### config.mk
export PLATFORM = sky130hd
export DESIGN_NAME = bip_exec_controller
export DESIGN_NICKNAME = d
export VERILOG_FILES = /design/src/rtl/bip_exec_controller.sv
export SDC_FILE = /design/constraint.sdc
export NUM_CORES = 1
export LEC_CHECK = 0
export ABC_AREA = 1
export CORE_MARGIN = 1
export CORE_UTILIZATION = 56
export CTS_BUF_LIST = sky130_fd_sc_hd__clkbuf_2
export DETAILED_ROUTE_END_ITERATION = 10
export HOLD_SLACK_MARGIN = 0.15
export PLACE_DENSITY = 0.92
export SLEW_MARGIN = 5
export SYNTH_ARGS = -nofsm -noshare
export SYNTH_HDL_FRONTEND = slang
export SYNTH_SLANG_ARGS = --single-unit
### constraint.sdc
create_clock -name i_clock -period 6.62 [get_ports i_clock]
set_input_delay 1.324 -clock i_clock [delete_from_list [all_inputs] [get_ports i_clock]]
set_output_delay 1.324 -clock i_clock [all_outputs]
set_load 0.01 [all_outputs]
### src/rtl/bip_exec_controller.sv
// bip_exec_controller: sequences the BIP from UART host commands.
// Gates the BIP execute enable (run / single step / host stop / stop on the
// HALT opcode) and streams a PC / INSTR / ACC snapshot to the UART
// transmitter one byte at a time, MSB first per field.
// Optional feature: define BIP_CYCLE_COUNT_EN to add a 16-bit count of
// executed instructions, appended to the snapshot frame as CNT[15:8], CNT[7:0].
module bip_exec_controller #(
    parameter int                    N_DATA             = 8,
    parameter int                    NB_DATABIP         = 16,
    parameter int                    LOG2_N_INSMEM_ADDR = 11,
    parameter int                    NB_OPCODE          = 5,
    parameter logic [NB_OPCODE-1:0]  HALT_OPCODE        = 5'b00000
) (
    input  logic                          i_clock,
    input  logic                          i_reset,
    input  logic [N_DATA-1:0]             i_rx_data,
    input  logic                          i_rx_done,
    input  logic                          i_tx_done,
    input  logic [LOG2_N_INSMEM_ADDR-1:0] i_pc,
    input  logic [NB_DATABIP-1:0]         i_instruction,
    input  logic [NB_DATABIP-1:0]         i_acc,
    output logic                          o_bip_valid,
    output logic [N_DATA-1:0]             o_tx_data,
    output logic                          o_tx_start,
    output logic                          o_halted,
    output logic                          o_busy
);

    typedef enum logic [2:0] {
        ST_IDLE,
        ST_RUN,
        ST_STEP,
        ST_SNAP,
        ST_SEND,
        ST_WAIT_TX
    } state_t;

    localparam logic [N_DATA-1:0] CMD_RUN  = N_DATA'(8'h52);  // 'R'
    localparam logic [N_DATA-1:0] CMD_STEP = N_DATA'(8'h53);  // 'S'
    localparam logic [N_DATA-1:0] CMD_DUMP = N_DATA'(8'h44);  // 'D'
    localparam logic [N_DATA-1:0] CMD_STOP = N_DATA'(8'h48);  // 'H'

`ifdef BIP_CYCLE_COUNT_EN
    localparam int CNT_W = 16;
`else
    localparam int CNT_W = 0;
`endif
    // Frame = PC zero-extended to 16 bits, instruction, ACC (+ counter).
    localparam int FRAME_W     = 16 + 2 * NB_DATABIP + CNT_W;
    localparam int FRAME_BYTES = FRAME_W / N_DATA;
    localparam int IDX_W       = $clog2(FRAME_BYTES);
    localparam logic [IDX_W-1:0] LAST_IDX = IDX_W'(FRAME_BYTES - 1);

    state_t               state_q;
    logic [FRAME_W-1:0]   snap_q;
    logic [IDX_W-1:0]     idx_q;
    logic [N_DATA-1:0]    tx_data_q;
    logic                 tx_start_q;
    logic                 halted_q;
    logic                 is_halt;
    logic [FRAME_W-1:0]   live_frame;

    // Byte idx of a frame, counted from the most significant end.
    function automatic logic [N_DATA-1:0] frame_byte(input logic [FRAME_W-1:0] f,
                                                     input logic [IDX_W-1:0]   idx);
        return f[(FRAME_BYTES - 1 - int'(idx)) * N_DATA +: N_DATA];
    endfunction

    assign is_halt = (i_instruction[NB_DATABIP-1 -: NB_OPCODE] == HALT_OPCODE);

`ifdef BIP_CYCLE_COUNT_EN
    logic [15:0] cnt_q;

    // Executed-instruction counter; wraps naturally, cleared only by reset.
    always_ff @(posedge i_clock or posedge i_reset) begin
        if (i_reset) begin
            cnt_q <= '0;
        end else if (o_bip_valid) begin
            cnt_q <= cnt_q + 16'd1;
        end
    end

    assign live_frame = {16'(i_pc), i_instruction, i_acc, cnt_q};
`else
    assign live_frame = {16'(i_pc), i_instruction, i_acc};
`endif

    // Command decode, run/step gating and byte-by-byte snapshot streaming.
    // tx_data/tx_start are loaded one edge early so they are valid in SEND.
    always_ff @(posedge i_clock or posedge i_reset) begin
        if (i_reset) begin
            state_q    <= ST_IDLE;
            // NOTE: the snapshot is a plain register (not a RAM), so it is
            // reset along with the rest of the state to give a known dump.
            snap_q     <= '0;
            idx_q      <= '0;
            tx_data_q  <= '0;
            tx_start_q <= 1'b0;
            halted_q   <= 1'b0;
        end else begin
            // NOTE: non-blocking assignments only in sequential logic, so every
            // register samples pre-edge values regardless of statement order.
            tx_start_q <= 1'b0;
            case (state_q)
                ST_IDLE: begin
                    if (i_rx_done) begin
                        if (i_rx_data == CMD_RUN && !halted_q) begin
                            state_q <= ST_RUN;
                        end else if (i_rx_data == CMD_STEP && !halted_q) begin
                            state_q <= ST_STEP;
                        end else if (i_rx_data == CMD_DUMP) begin
                            state_q <= ST_SNAP;
                        end
                    end
                end
                ST_RUN: begin
                    // HALT wins over a host stop arriving in the same cycle.
                    if (is_halt) begin
                        halted_q <= 1'b1;
                        state_q  <= ST_SNAP;
                    end else if (i_rx_done && i_rx_data == CMD_STOP) begin
                        state_q  <= ST_SNAP;
                    end
                end
                ST_STEP: begin
                    state_q <= ST_SNAP;
                end
                ST_SNAP: begin
                    snap_q     <= live_frame;
                    idx_q      <= '0;
                    tx_data_q  <= frame_byte(live_frame, '0);
                    tx_start_q <= 1'b1;
                    state_q    <= ST_SEND;
                end
                ST_SEND: begin
                    state_q <= ST_WAIT_TX;
                end
                ST_WAIT_TX: begin
                    if (i_tx_done) begin
                        if (idx_q == LAST_IDX) begin
                            state_q <= ST_IDLE;
                        end else begin
                            idx_q      <= idx_q + 1'b1;
                            tx_data_q  <= frame_byte(snap_q, IDX_W'(idx_q + 1'b1));
                            tx_start_q <= 1'b1;
                            state_q    <= ST_SEND;
                        end
                    end
                end
                default: begin
                    state_q <= ST_IDLE;
                end
            endcase
        end
    end

    assign o_bip_valid = ((state_q == ST_RUN) && !is_halt) || (state_q == ST_STEP);
    assign o_tx_data   = tx_data_q;
    assign o_tx_start  = tx_start_q;
    assign o_halted    = halted_q;
    assign o_busy      = (state_q != ST_IDLE);

endmodule
After elaboration in Yosys (flattened, before gate mapping)
Cells that the tools add are included.
W data, S select, Z words.
{"block": "classes", "reduce_logical": 14, "n_eq_ne": 15, "add_sub_neg": 2, "muxes": 18, "shift": 1}
{"op": "$shiftx A48 B7 Y8", "count": 1}
{"op": "$eq A8 B7 Y1 const B", "count": 4}
{"op": "$mux W3", "count": 10}
{"op": "$pmux W3 S6", "count": 1}
{"op": "$mux W8", "count": 2}
{"op": "$pmux W8 S2", "count": 1}
{"op": "$eq A3 B3 Y1 const B", "count": 3}
{"op": "$eq A3 B2 Y1 const B", "count": 2}
{"op": "$ne A2 B2 Y1 const B", "count": 3}
{"op": "$pmux W3 S2", "count": 1}
{"op": "$logic_not A5 Y1", "count": 1}
{"op": "$logic_and A1 B1 Y1", "count": 4}
{"op": "$ne A4 B4 Y1 const B", "count": 1}
{"op": "$reduce_and A4 Y1", "count": 1}
{"op": "$sub A3 B3 Y4 const A", "count": 1}
{"op": "$add A3 B1 Y3 const B", "count": 1}
{"op": "$eq A3 B1 Y1 const B", "count": 1}
{"op": "$logic_not A3 Y1", "count": 1}
{"op": "$ne A3 B3 Y1 const B", "count": 1}
{"op": "$reduce_and A3 Y1", "count": 1}
{"op": "$reduce_bool A3 Y1", "count": 1}
{"op": "$logic_not A1 Y1", "count": 2}
{"op": "$mux W1", "count": 2}
{"op": "$pmux W1 S2", "count": 1}
{"op": "other kinds (3)", "count": 3}
{"block": "totals", "in_bits": 55, "ff_bits": 59}

Longest topological paths before layout
{"block": "depth", "ltp_word": 6, "depth_mapped": 11, "ltp_nobuf": 10}

Worst setup path after synthesis
No wires, ideal clock.
{"block": "synth_path", "path_kind": "input to output", "start": "input i_instruction[13]", "end": "output o_bip_valid", "path_slack_ns": 3.646, "t_arrival_ns": 1.650, "t_required_ns": 5.296, "stages": 4, "path_cell_list": "nor2_1 nand3_1 nand2_1 nand2_1"}
{"block": "synth_via", "elab_chain_cells": 4}
{"item": "start, declared", "line_no": "20", "source": "input logic [NB_DATABIP-1:0] i_instruction,"}
{"item": "$logic_not A5 Y1", "line_no": "69", "source": "assign is_halt = (i_instruction[NB_DATABIP-1 -: NB_OPCODE] == HALT_OPCODE);"}
{"item": "$logic_not A1 Y1", "line_no": "157", "source": "assign o_bip_valid = ((state_q == ST_RUN) && !is_halt) || (state_q == ST_STEP);"}
{"item": "$logic_and A1 B1 Y1", "line_no": "157"}
{"item": "$logic_or A1 B1 Y1", "line_no": "157"}
{"item": "end, declared", "line_no": "22", "source": "output logic o_bip_valid,"}
Every way passes these cells.

Worst setup path after layout
{"block": "layout_path", "start": "input i_instruction[14]", "end": "output o_bip_valid"}
The elaborated chain is that of the path after synthesis.

==> impl_metrics.tcl <==
set metrics [dict create \
    yosysWarnings 0 \
    vias 2745 \
    placed_area_mm2 0.003660 \
    final_max_slew_viol_count 0 \
    power_density_mw_per_mm2 403.8 \
    drt.antenna.violating_nets 0 \
    htree_levels 3 \
    grt_max_degree 62 \
    cts_resized 0 \
    clock_sinks 59 \
    hpwl_um 4927 \
    drc 0 \
    post_drt_wl_per_cell_um 12.75 \
    p_sw_frac 0.4372 \
    insertion_delay_ps 460 \
    cts_tree "built" \
    fp-row-count 26 \
    numCtsBuffers 9 \
    synth_area_per_cell_um2 7.536 \
    fin_util 0.7317 \
    finalWorstSetupSlack_ps 2653 \
    path_max_fanout 2 \
    initial_core_util 0.5828 \
    die_h_um 74.91 \
    fp.dieArea_mm2 0.005611 \
    internal_power_mw 0.8493 \
    status "finished clean" \
    fin_nets 516 \
    dp_slack_ps 2666 \
    min_path_type "reg -> reg" \
    crit_required_ps 5300 \
    gp_congestion 0.8256 \
    synth_nets 453 \
    min_from "snap_q[3]$_DFFE_PP0N_" \
    timing_hold_violations_final 0 \
    grt_first_pass_wirelength_um 11090 \
    finalSetupViolations 0 \
    io_pins 67 \
    ys_seq_area_frac 0.4960 \
    cts_root_buffer "clkbuf_2" \
    synth_seq_cells 59 \
    cts_buffer_depth 2 \
    postCtsHoldBufs 0 \
    clk_pin_slew_worst_paths_ps 150 \
    layout_min_cycle_time_ps 3967 \
    die_width_um 74.91 \
    synth_cell_types 27 \
    combPwrFrac 0.472 \
    p_leak_nw 1.893 \
    timing.hold.ws_ps 497.9 \
    path_class "in -> out" \
    final_cell_area_mm2 0.003737 \
    fillCellCount 392 \
    port_buffers 66 \
    overflow 0 \
    fmax_ghz 0.2521 \
    regToRegSetupSlack_ps 3600 \
    routed_wl_um 6798 \
    rsz0062_at_grt "false" \
    synth_edf_count 0 \
    slew_headroom 0.4277 \
    routed_via_density 5.150 \
    cts_setup_buffers 0 \
    endpoint_kind "primary output" \
    ir_worst_vdd_mv 0.1982 \
    worstReg2RegStart "idx_q[0]$_DFFE_PP0P_" \
    r2r_cells 8 \
    insertedDiodeCount 0 \
    maxCapViolCount 0 \
    area_growth_pct 25.56 \
    grt_usage 0.2695 \
    tightest_slew_ps 857.2 \
    arrival_ps 2640 \
    clkPwrFrac 0.117 \
    core_mm2 0.005107 \
    yosys_most_used_dff "dfrtp_1" \
    drive_above_1_share 0.07559 \
    seqPwrFrac 0.411 \
    antenna_found_initial 0 \
    p_switching_mw 0.6598 \
    start_kind "primary input" \
    period_share 0.5993 \
    grt_pass1_vias 2640 \
    syn_inst 395 \
    netlist_area_mm2 0.002977 \
    finalSetupTns_ps 0 \
    min_to "snap_q[3]$_DFFE_PP0N_" \
    drt_iter0_markers 313 \
    skew_ps 18.89 \
    r2r-end "o_tx_data[6]$_DFFE_PP0P_" \
    drtPass1Iterations 4 \
    async_flop_share 1.000 \
    min_path_cells 2 \
]
[cell usage after synthesis, types with 2 or more instances]
cell type | number | area [um^2]
nand2_1 | 173 | 649.4
dfrtp_1 | 59 | 1476
inv_1 | 37 | 138.9
nand3_1 | 34 | 170.2
o21ai_0 | 25 | 125.1
nor2_1 | 21 | 78.83
buf_2 | 7 | 35.03
clkbuf_1 | 6 | 22.52
a21boi_2 | 3 | 33.78
ha_1 | 3 | 37.54
inv_2 | 3 | 11.26
nand2_2 | 3 | 18.77
nor2_2 | 3 | 18.77
o211ai_1 | 3 | 22.52
nand3_4 | 2 | 35.03
o21ai_2 | 2 | 17.52
[metal layers]
layer	up-vias	wire length, um	GRT usage	part of all wire
li1	1356	-	-	-
met1	1291	2759	0.3139	0.41
met2	85	3582	0.4645	0.53
met3	13	312	0.06158	0.046
met4	0	143	0.1426	0.021
met5	-	0	0	0
[metrics by stage]
stage | power (mW) | instances
floorplan | 1.119 | 395
global placement | 1.293 | 517
detailed placement | 1.333 | 517
CTS | 1.511 | 533
global route | 1.636 | 533
finish | 1.509 | 533
[worst max-delay path: stages]
cell and delay (ps):
clkdlybuf4s50_1 480, nor2_1 50, nand3_1 100, nand2_1 80, nand2_1 80, clkdlybuf4s50_1 530
[logic make-up after synthesis]
family          Yosys count  synth area share
compound gates           35           0.07104
fa+ha+maj                 3           0.01261
xor+xnor                  1          0.002943
buf+inv                  57           0.07776
flops                    59            0.4960
simple gates            240            0.3396
[registers in the layout, summed over array words and instances, names as in the netlist]
register    count
snap_q         43
o_tx_data       8
idx_q           3
state_q         3
o_halted        1
o_tx_start      1
[final cells by class]
class	count	area, um^2	share of cell area
Timing Repair Buffer	67	668.1	0.1788
Inverter	42	158.9	0.04252
Tap cell	70	87.58	0.02343
Sequential cell	59	1476	0.3950
Multi-Input combinational cell	279	1269	0.3395
Clock inverter	4	17.52	0.004687
Clock buffer	12	60.06	0.01607
[how the worst max path moves through the flow]
| stage | start | cells past startpoint | to | slack [ps] |
|---|---|---|---|---|
| 6_report | i_instruction[14] | 6 | o_bip_valid | 2650 |
| 5_1_grt | i_instruction[13] | 6 | o_bip_valid | 2570 |
| 4_1_cts | i_instruction[14] | 6 | o_bip_valid | 2660 |
| 3_5_place_dp | i_instruction[14] | 6 | o_bip_valid | 2670 |
| 3_3_place_gp | i_instruction[13] | 6 | o_bip_valid | 2680 |
| 2_1_floorplan | i_instruction[13] | 4 | o_bip_valid | 3650 |
[power groups by stage]
stage | registers [mW] | logic (mW) | clock network [mW]
after floorplan | 0.594 | 0.525 | 0
after global placement | 0.615 | 0.678 | 0
after detailed placement | 0.626 | 0.707 | 0
after CTS | 0.617 | 0.715 | 0.179
after global routing | 0.634 | 0.806 | 0.197
final | 0.620 | 0.713 | 0.177
[placed cells by master, fill, tap and decap left out]
cell	n
nand2_2	3
inv_1	36
nor2_1	21
a21boi_2	3
xor2_1	1
clkinv_1	3
nor3_1	1
nor2_2	3
dfrtp_1	59
o21ai_0	25
o21ai_2	2
clkinv_2	3
nand2_4	1
o21bai_1	1
nor3_4	1
nand3b_1	1
clkdlybuf4s50_1	66
buf_4	1
o211ai_1	3
nand2_1	173
nand3_4	2
nand3_1	34
o21ai_1	1
clkbuf_2	12
inv_2	4
ha_1	3
Note: power is estimated with default switching activity, not from simulation.
